[src/rtl/apx_pkg.sv]
// Shared types and constants for the approximate column sequencer.
// Latency: n/a (package only).
// Backpressure: n/a (package only).
package apx_pkg;

  // Sequencer FSM encoding.
  typedef enum logic [1:0] {
    ST_IDLE  = 2'd0,
    ST_RUN   = 2'd1,
    ST_FLUSH = 2'd2
  } state_t;

  localparam int FIFO_DEPTH = 2;
  localparam int ERRCNT_W   = 5;

  // One result column as held in the output FIFO.
  typedef struct packed {
    logic                sum;
    logic                carry;
    logic                err;
    logic                last;
    logic                ovf;
    logic [ERRCNT_W-1:0] errcnt;
  } res_t;

  // Saturating increment of the per-frame error counter.
  function automatic logic [ERRCNT_W-1:0] sat_inc(input logic [ERRCNT_W-1:0] v,
                                                   input logic              inc);
    if (inc && (v != {ERRCNT_W{1'b1}})) return v + 1'b1;
    return v;
  endfunction

endpackage

[src/rtl/apx_col_seq_if.sv]
// Column-in / result-out bundle of the approximate column sequencer.
// Latency: n/a (wires only).
// Backpressure: in_valid/in_ready on the column side, out_valid/out_ready on the result side.
// Ports: master = column producer and result consumer, slave = the sequencer.
interface apx_col_seq_if;
  import apx_pkg::*;

  logic                in_valid;
  logic                in_ready;
  logic [7:0]          in_col;
  logic                in_last;
  logic                out_valid;
  logic                out_ready;
  logic                out_sum;
  logic                out_carry;
  logic                out_err;
  logic                out_last;
  logic [ERRCNT_W-1:0] out_errcnt;
  logic                out_ovf;

  modport master (
    output in_valid, in_col, in_last, out_ready,
    input  in_ready, out_valid, out_sum, out_carry, out_err, out_last, out_errcnt, out_ovf
  );

  modport slave (
    input  in_valid, in_col, in_last, out_ready,
    output in_ready, out_valid, out_sum, out_carry, out_err, out_last, out_errcnt, out_ovf
  );

endinterface

[src/rtl/apx_col_seq_rt8_apxoa.sv]
// 8:2 approximate column reduction tree with two column carries in/out.
// Latency: couts combinational; sum/carry/err registered one cycle after en.
// Backpressure: none; en qualifies the capture of the registered results.
// Ports: x/cin1/cin2 column inputs, cout1/cout2 carries to the next column,
//        sum_q/carry_q/err_q registered results.
module rt8_apxoa (
  input  logic       clk,
  input  logic       rst_n,
  input  logic       en,
  input  logic [7:0] x,
  input  logic       cin1,
  input  logic       cin2,
  output logic       cout1,
  output logic       cout2,
  output logic       sum_q,
  output logic       carry_q,
  output logic       err_q
);

  logic [3:0] ones;
  logic [3:0] exact;
  logic [3:0] rem;
  logic [3:0] approx;
  logic       sum_c;
  logic       carry_c;
  logic       err_c;

  // Column carries come from fixed pairs of each half; they never exceed what
  // the column holds, so rem below cannot underflow. The single carry bit can
  // only represent up to 3 of the remainder; larger remainders are truncated
  // and flagged as err.
  always_comb begin
    ones = '0;
    for (int i = 0; i < 8; i++) ones = ones + {3'b000, x[i]};
    exact   = ones + {3'b000, cin1} + {3'b000, cin2};
    cout1   = (x[0] & x[1]) | (x[2] & x[3]);
    cout2   = (x[4] & x[5]) | (x[6] & x[7]);
    rem     = exact - {2'b00, cout1, 1'b0} - {2'b00, cout2, 1'b0};
    sum_c   = ^{x, cin1, cin2};
    carry_c = (rem >= 4'd2);
    approx  = {3'b000, sum_c} + {2'b00, carry_c, 1'b0}
            + {2'b00, cout1, 1'b0} + {2'b00, cout2, 1'b0};
    err_c   = (approx != exact);
  end

  always_ff @(posedge clk or negedge rst_n) begin
    if (!rst_n) begin
      sum_q   <= 1'b0;
      carry_q <= 1'b0;
      err_q   <= 1'b0;
    end else if (en) begin
      sum_q   <= sum_c;
      carry_q <= carry_c;
      err_q   <= err_c;
    end
  end

endmodule

[src/rtl/apx_col_seq.sv]
// Sequences frames of 8-bit columns through the approximate tree, appends one flush column per frame.
// Latency: issue in cycle N -> FIFO push end of N+1 -> out_valid in N+2; 1 column/cycle sustained.
// Backpressure: in_ready drops when the 2-entry result FIFO plus in-flight result would overflow, and in FLUSH.
// Ports: clk, rst_n (async, active-low), bus (slave side of apx_col_seq_if).
module apx_col_seq
  import apx_pkg::*;
#(
  parameter int MAX_COLS = 16
) (
  input  logic         clk,
  input  logic         rst_n,
  apx_col_seq_if.slave bus
);

  localparam int CNT_W = 5;
  localparam int PTR_W = $clog2(FIFO_DEPTH);
  localparam int OCC_W = PTR_W + 2;

  state_t              state_q, state_d;
  logic [CNT_W-1:0]    col_cnt_q;
  logic                cin1_q, cin2_q;
  logic                ovf_q;
  logic                pend_q, pend_last_q, pend_ovf_q;
  logic [ERRCNT_W-1:0] errcnt_q;
  res_t                fifo_q [FIFO_DEPTH];
  logic [PTR_W-1:0]    wr_ptr_q, rd_ptr_q;
  logic [PTR_W:0]      fifo_cnt_q;

  logic                pop, room, accept, flush_issue, issue, frame_end;
  logic [OCC_W-1:0]    occ;
  logic [7:0]          tree_x;
  logic                cout1, cout2, t_sum, t_carry, t_err;
  logic [ERRCNT_W-1:0] errcnt_nxt;
  res_t                push_res, head;

  assign pop = bus.out_valid & bus.out_ready;
  // Space check counts the result still in the tree register (pend_q) and
  // credits a pop happening this cycle.
  assign occ  = OCC_W'(fifo_cnt_q) + OCC_W'(pend_q);
  assign room = (occ <= (OCC_W'(pop) + OCC_W'(1)));

  // Gated by rst_n so in_ready is low while reset is held.
  assign bus.in_ready = rst_n & (state_q != ST_FLUSH) & room;
  assign accept       = bus.in_valid & bus.in_ready;
  assign flush_issue  = (state_q == ST_FLUSH) & room;
  assign issue        = accept | flush_issue;
  assign frame_end    = accept & (bus.in_last | (col_cnt_q == CNT_W'(MAX_COLS - 1)));
  assign tree_x       = (state_q == ST_FLUSH) ? 8'h00 : bus.in_col;

  rt8_apxoa u_tree (
    .clk     (clk),
    .rst_n   (rst_n),
    .en      (issue),
    .x       (tree_x),
    .cin1    (cin1_q),
    .cin2    (cin2_q),
    .cout1   (cout1),
    .cout2   (cout2),
    .sum_q   (t_sum),
    .carry_q (t_carry),
    .err_q   (t_err)
  );

  always_ff @(posedge clk or negedge rst_n) begin
    if (!rst_n) state_q <= ST_IDLE;
    else        state_q <= state_d;
  end

  always_comb begin
    state_d = state_q;
    case (state_q)
      ST_IDLE:  if (accept) state_d = frame_end ? ST_FLUSH : ST_RUN;
      ST_RUN:   if (frame_end) state_d = ST_FLUSH;
      ST_FLUSH: if (flush_issue) state_d = ST_IDLE;
      default:  state_d = ST_IDLE;
    endcase
  end

  always_ff @(posedge clk or negedge rst_n) begin
    if (!rst_n) begin
      cin1_q      <= 1'b0;
      cin2_q      <= 1'b0;
      col_cnt_q   <= '0;
      ovf_q       <= 1'b0;
      pend_q      <= 1'b0;
      pend_last_q <= 1'b0;
      pend_ovf_q  <= 1'b0;
      errcnt_q    <= '0;
    end else begin
      if (accept) begin
        cin1_q    <= cout1;
        cin2_q    <= cout2;
        col_cnt_q <= frame_end ? '0 : col_cnt_q + 1'b1;
        // Truncated only if the column limit ended the frame, not in_last.
        if (frame_end) ovf_q <= ~bus.in_last;
      end else if (flush_issue) begin
        // Next frame starts with clear carries.
        cin1_q <= 1'b0;
        cin2_q <= 1'b0;
        ovf_q  <= 1'b0;
      end
      pend_q      <= issue;
      pend_last_q <= flush_issue;
      pend_ovf_q  <= ovf_q;
      if (pend_q) errcnt_q <= pend_last_q ? '0 : errcnt_nxt;
    end
  end

  assign errcnt_nxt = sat_inc(errcnt_q, t_err);

  always_comb begin
    push_res        = '0;
    push_res.sum    = t_sum;
    push_res.carry  = t_carry;
    push_res.err    = t_err;
    push_res.last   = pend_last_q;
    push_res.ovf    = pend_last_q & pend_ovf_q;
    push_res.errcnt = errcnt_nxt;
  end

  always_ff @(posedge clk or negedge rst_n) begin
    if (!rst_n) begin
      for (int i = 0; i < FIFO_DEPTH; i++) fifo_q[i] <= '0;
      wr_ptr_q   <= '0;
      rd_ptr_q   <= '0;
      fifo_cnt_q <= '0;
    end else begin
      if (pend_q) begin
        fifo_q[wr_ptr_q] <= push_res;
        wr_ptr_q         <= wr_ptr_q + 1'b1;
      end
      if (pop) rd_ptr_q <= rd_ptr_q + 1'b1;
      fifo_cnt_q <= fifo_cnt_q + (PTR_W+1)'(pend_q) - (PTR_W+1)'(pop);
    end
  end

  // Data is masked with out_valid so an empty FIFO shows all zeros.
  assign head           = fifo_q[rd_ptr_q];
  assign bus.out_valid  = (fifo_cnt_q != '0);
  assign bus.out_sum    = bus.out_valid & head.sum;
  assign bus.out_carry  = bus.out_valid & head.carry;
  assign bus.out_err    = bus.out_valid & head.err;
  assign bus.out_last   = bus.out_valid & head.last;
  assign bus.out_ovf    = bus.out_valid & head.ovf;
  assign bus.out_errcnt = head.errcnt & {ERRCNT_W{bus.out_valid}};

endmodule

[src/flat_wrapper.sv]
// flat-port wrapper written by rule: the top's interface ports become plain ports
module apx_col_seq_flat import apx_pkg::*;
#(
  parameter int MAX_COLS = 16
)
  (clk, rst_n, bus_in_valid, bus_in_col, bus_in_last, bus_out_ready, bus_in_ready, bus_out_valid, bus_out_sum, bus_out_carry, bus_out_err, bus_out_last, bus_out_errcnt, bus_out_ovf);
  apx_col_seq_if bus_i ();
  input  logic clk;
  input  logic rst_n;
  input wire logic [$bits(bus_i.in_valid)-1:0] bus_in_valid;
  input wire logic [$bits(bus_i.in_col)-1:0] bus_in_col;
  input wire logic [$bits(bus_i.in_last)-1:0] bus_in_last;
  input wire logic [$bits(bus_i.out_ready)-1:0] bus_out_ready;
  output wire logic [$bits(bus_i.in_ready)-1:0] bus_in_ready;
  output wire logic [$bits(bus_i.out_valid)-1:0] bus_out_valid;
  output wire logic [$bits(bus_i.out_sum)-1:0] bus_out_sum;
  output wire logic [$bits(bus_i.out_carry)-1:0] bus_out_carry;
  output wire logic [$bits(bus_i.out_err)-1:0] bus_out_err;
  output wire logic [$bits(bus_i.out_last)-1:0] bus_out_last;
  output wire logic [$bits(bus_i.out_errcnt)-1:0] bus_out_errcnt;
  output wire logic [$bits(bus_i.out_ovf)-1:0] bus_out_ovf;
  assign bus_i.in_valid = bus_in_valid;
  assign bus_i.in_col = bus_in_col;
  assign bus_i.in_last = bus_in_last;
  assign bus_i.out_ready = bus_out_ready;
  assign bus_in_ready = bus_i.in_ready;
  assign bus_out_valid = bus_i.out_valid;
  assign bus_out_sum = bus_i.out_sum;
  assign bus_out_carry = bus_i.out_carry;
  assign bus_out_err = bus_i.out_err;
  assign bus_out_last = bus_i.out_last;
  assign bus_out_errcnt = bus_i.out_errcnt;
  assign bus_out_ovf = bus_i.out_ovf;
  apx_col_seq #(.MAX_COLS(MAX_COLS)) u_core (.clk(clk), .rst_n(rst_n), .bus(bus_i));
endmodule
[config.mk]
export PLATFORM = sky130hd
export DESIGN_NAME = apx_col_seq_flat
export DESIGN_NICKNAME = d
export VERILOG_FILES = /design/src/rtl/apx_pkg.sv /design/src/rtl/apx_col_seq_if.sv /design/src/rtl/apx_col_seq_rt8_apxoa.sv /design/src/rtl/apx_col_seq.sv /design/src/flat_wrapper.sv
export SDC_FILE = /design/constraint.sdc
export NUM_CORES = 1
export LEC_CHECK = 0
export CAP_MARGIN = 20
export CORE_MARGIN = 2
export CORE_UTILIZATION = 35
export DETAILED_ROUTE_END_ITERATION = 8
export SKIP_CTS_REPAIR_TIMING = 1
export SYNTH_ARGS = -nofsm -noshare
export SYNTH_HDL_FRONTEND = slang
export SYNTH_HIERARCHICAL = 1
export SYNTH_SLANG_ARGS = --single-unit
[constraint.sdc]
create_clock -name clk -period 4.9 [get_ports clk]
set_input_delay 0.98 -clock clk [delete_from_list [all_inputs] [get_ports clk]]
set_output_delay 0.98 -clock clk [all_outputs]
set_load 0.01 [all_outputs]
==> impl_metrics.tcl <==
set metrics [dict create \
    htreeDepth 2 \
    clk_path_buf_depth 2 \
    path_cells "buf_6 > and2_4 > fa_1 > inv_2 > fa_1 > fa_1 > inv_1 > ha_2 > inv_2 > fa_2 > xnor2_2 > ha_4 > buf_4 > xor2_1 > and3_1 > fa_1 > xnor2_1 > nand3_1 > o32a_1" \
    period_share 1.063 \
    p_leak_nw 1.588 \
    synth_area_leaders "dfrtp_1, ha_1, fa_1" \
    synthCells 259 \
    pre_cts_slack_ns -0.9083 \
    drt-pass1-iter-count 4 \
    skew_ns 0.009938 \
    peakVddDrop_mv 0.4173 \
    cts_tree "done" \
    final_core_util 0.4531 \
    clk_latency_ns 0.29 \
    hold_violations 0 \
    cts_buffers 5 \
    first_global_vias 2005 \
    worst_slew_pin_slew_ns 0.7369 \
    min_path_type "reg -> reg" \
    portBuffers 24 \
    diodes 0 \
    endpoint_kind "register" \
    die_y_um 91.37 \
    antenna_found_initial 0 \
    crit_fanout 2 \
    grt_pass1_wl_um 8942 \
    vias 1883 \
    synth_area_mm2 0.002671 \
    drive_gt1_frac 0.2039 \
    critPathLaunch "bus_in_col[7]" \
    core_area_mm2 0.007331 \
    nets 342 \
    avgViaCountPerCell 4.672 \
    ys_types 43 \
    path_delay_family "adder cells" \
    max-cap-violations 0 \
    cts_root_buf "clkbuf_8" \
    synth.top_cell.area_share 0.4215 \
    grt.total_usage 0.1307 \
    start_util 0.3644 \
    status "complete, but fails checks" \
    fmax_mhz 191.9 \
    criticalPathCategory "in -> reg" \
    drtIter0Drc 36 \
    ys_warn_count 6 \
    row_count 31 \
    layout_setup_ws_ns -0.3098 \
    layout_commonest_cell "dfrtp_1" \
    dpl.hpwl_um 3626 \
    rsz0062_at_grt "true" \
    critPathSlowestCell "fa_1" \
    hold_slack_ns 0.3943 \
    synth_nets 298 \
    arrival_ns 5.38 \
    period_needed_ns 5.210 \
    critPathMaxStageDelay_ns 0.54 \
    setup_violations 1 \
    postRouteAntennaNets 0 \
    path_common_cell "fa_1" \
    worstSetupStartpointType "primary input" \
    ioPinCount 25 \
    fp.dieW_um 91.37 \
    tns_ns -0.3098 \
    grt_max_degree 49 \
    slew_headroom 0.5077 \
    route.detailed.drc 0 \
    r2r_start "u_core/state_q[0]" \
    ys_seq_area_frac 0.4215 \
    wl_per_cell_um 12.01 \
    final_cell_mix "dfrtp_1, nand2_1, inv_1, buf_4, o21ai_0" \
    syn_to_final_growth_pct 24.36 \
    routed_wl_um 4841 \
    synth_top_cell_by_area "dfrtp_1" \
    power_density_mw_per_mm2 852.3 \
    syn_avg_cell_area_um2 10.31 \
    crit_buf_inv 5 \
    grt_overflow 0 \
    synth-seq-cells 45 \
    gp_congestion 0.7379 \
    failed_checks "setup timing" \
    slew_viol_final 0 \
    cts.sinks 45 \
    critPathRequiredTime_ns 5.07 \
    die-area_mm2 0.008348 \
    clk_pin_slew_ns 0.09 \
    hp-start "u_core/ovf_q" \
]
## layout make-up
type                       instances  area (µm²)
sequential                        45        1126
fill                             674        4009
timing repair buffer              45       396.6
clock buffer                       6       82.58
tap                               99       123.9
inverter                          25       93.84
multi-input combinational        181        1461
clock inverter                     2       37.54
## worst paths after layout
check | cells after the start | to | slack, ns
min in group asynchronous | 2 | u_core/fifo_q[14] | 0.83
max reg2reg | 19 | u_core/u_tree/err_q | -0.23
min reg2reg | 0 | u_core/pend_ovf_q | 0.39
max in group asynchronous | 2 | u_core/errcnt_q[3] | 3.66
max | 19 | u_core/u_tree/err_q | -0.31
min | 0 | u_core/pend_ovf_q | 0.39
## flip-flops by register name, summed over array words and instances, names as in the netlist, 2 cells and up
name and flops:
u_core/col_cnt_q 5, u_core/fifo_q 20, u_core/state_q 2, u_core/fifo_cnt_q 2, u_core/errcnt_q 5
## routing by layer
layer  track usage  part of all wire  vias to the layer above
met1        0.1598              0.47                      895
met5             0                 0                        -
met4       0.03030            0.0087                        0
li1              -                 -                      960
met3       0.02822             0.026                        4
met2        0.2346              0.49                       24
## worst reg2reg max path: stages, from the launching register on
cell and delay [ns]:
dfrtp_1 0.38, nand2b_2 0.25, and2_4 0.20, fa_1 0.54
inv_2 0.04, fa_1 0.52, fa_1 0.41, inv_1 0.07
ha_2 0.18, inv_2 0.04, fa_2 0.39, xnor2_2 0.25
ha_4 0.25, buf_4 0.13, xor2_1 0.16, and3_1 0.20
fa_1 0.52, xnor2_1 0.12, nand3_1 0.09, o32a_1 0.29
## report_power, final
part	switching [W]	internal (W)
Clock	0.000121	0.000166
Combinational	0.000839	0.00107
Sequential	0.000125	0.000507
Total	0.00108	0.00175
## cell families after synthesis
| family | count (synthesis) | synth area share |
|---|---|---|
| AOI/OAI and AO/OA | 44 | 0.1091 |
| muxes | 21 | 0.08244 |
| and+or+nand+nor | 74 | 0.1368 |
| DFF | 45 | 0.4215 |
| xor gates and xnor gates | 16 | 0.05808 |
| buffers and inverters | 33 | 0.04777 |
| adders and majority gates | 26 | 0.1443 |
## synth_stat cells, drive strengths merged
| library cell | instances |
|---|---|
| o31a | 1 |
| or2 | 2 |
| nand3 | 2 |
| nor3 | 1 |
| ha | 18 |
| nand3b | 1 |
| o32ai | 1 |
| nor2b | 3 |
| or4 | 1 |
| a21o | 2 |
| o32a | 1 |
| o211ai | 1 |
| o31ai | 1 |
| xnor3 | 1 |
| nand2b | 3 |
| o2bb2ai | 2 |
| a211o | 1 |
| a31oi | 1 |
| nor3b | 1 |
| and2 | 10 |
| dfrtp | 45 |
| a41oi | 1 |
| nor2 | 18 |
| a32o | 1 |
| o21ai | 23 |
| and3 | 5 |
| a21oi | 4 |
| mux2 | 8 |
| fa | 8 |
| xor2 | 6 |
| nor4 | 2 |
| nand4 | 1 |
| inv | 25 |
| buf | 3 |
| xnor2 | 9 |
| mux2i | 13 |
| a22o | 4 |
| nand2 | 24 |
| clkbuf | 5 |
## metrics by stage
stage               instance area [µm²]  power [W]  std cells
CTS                                3251   0.002771        398
global placement                   3131   0.002424        390
global route                       3322   0.003154        403
detailed placement                 3131   0.002470        390
finish                             3322   0.002831        403
floorplan                          2685   0.001831        259
(Power assumes the default switching activity.)
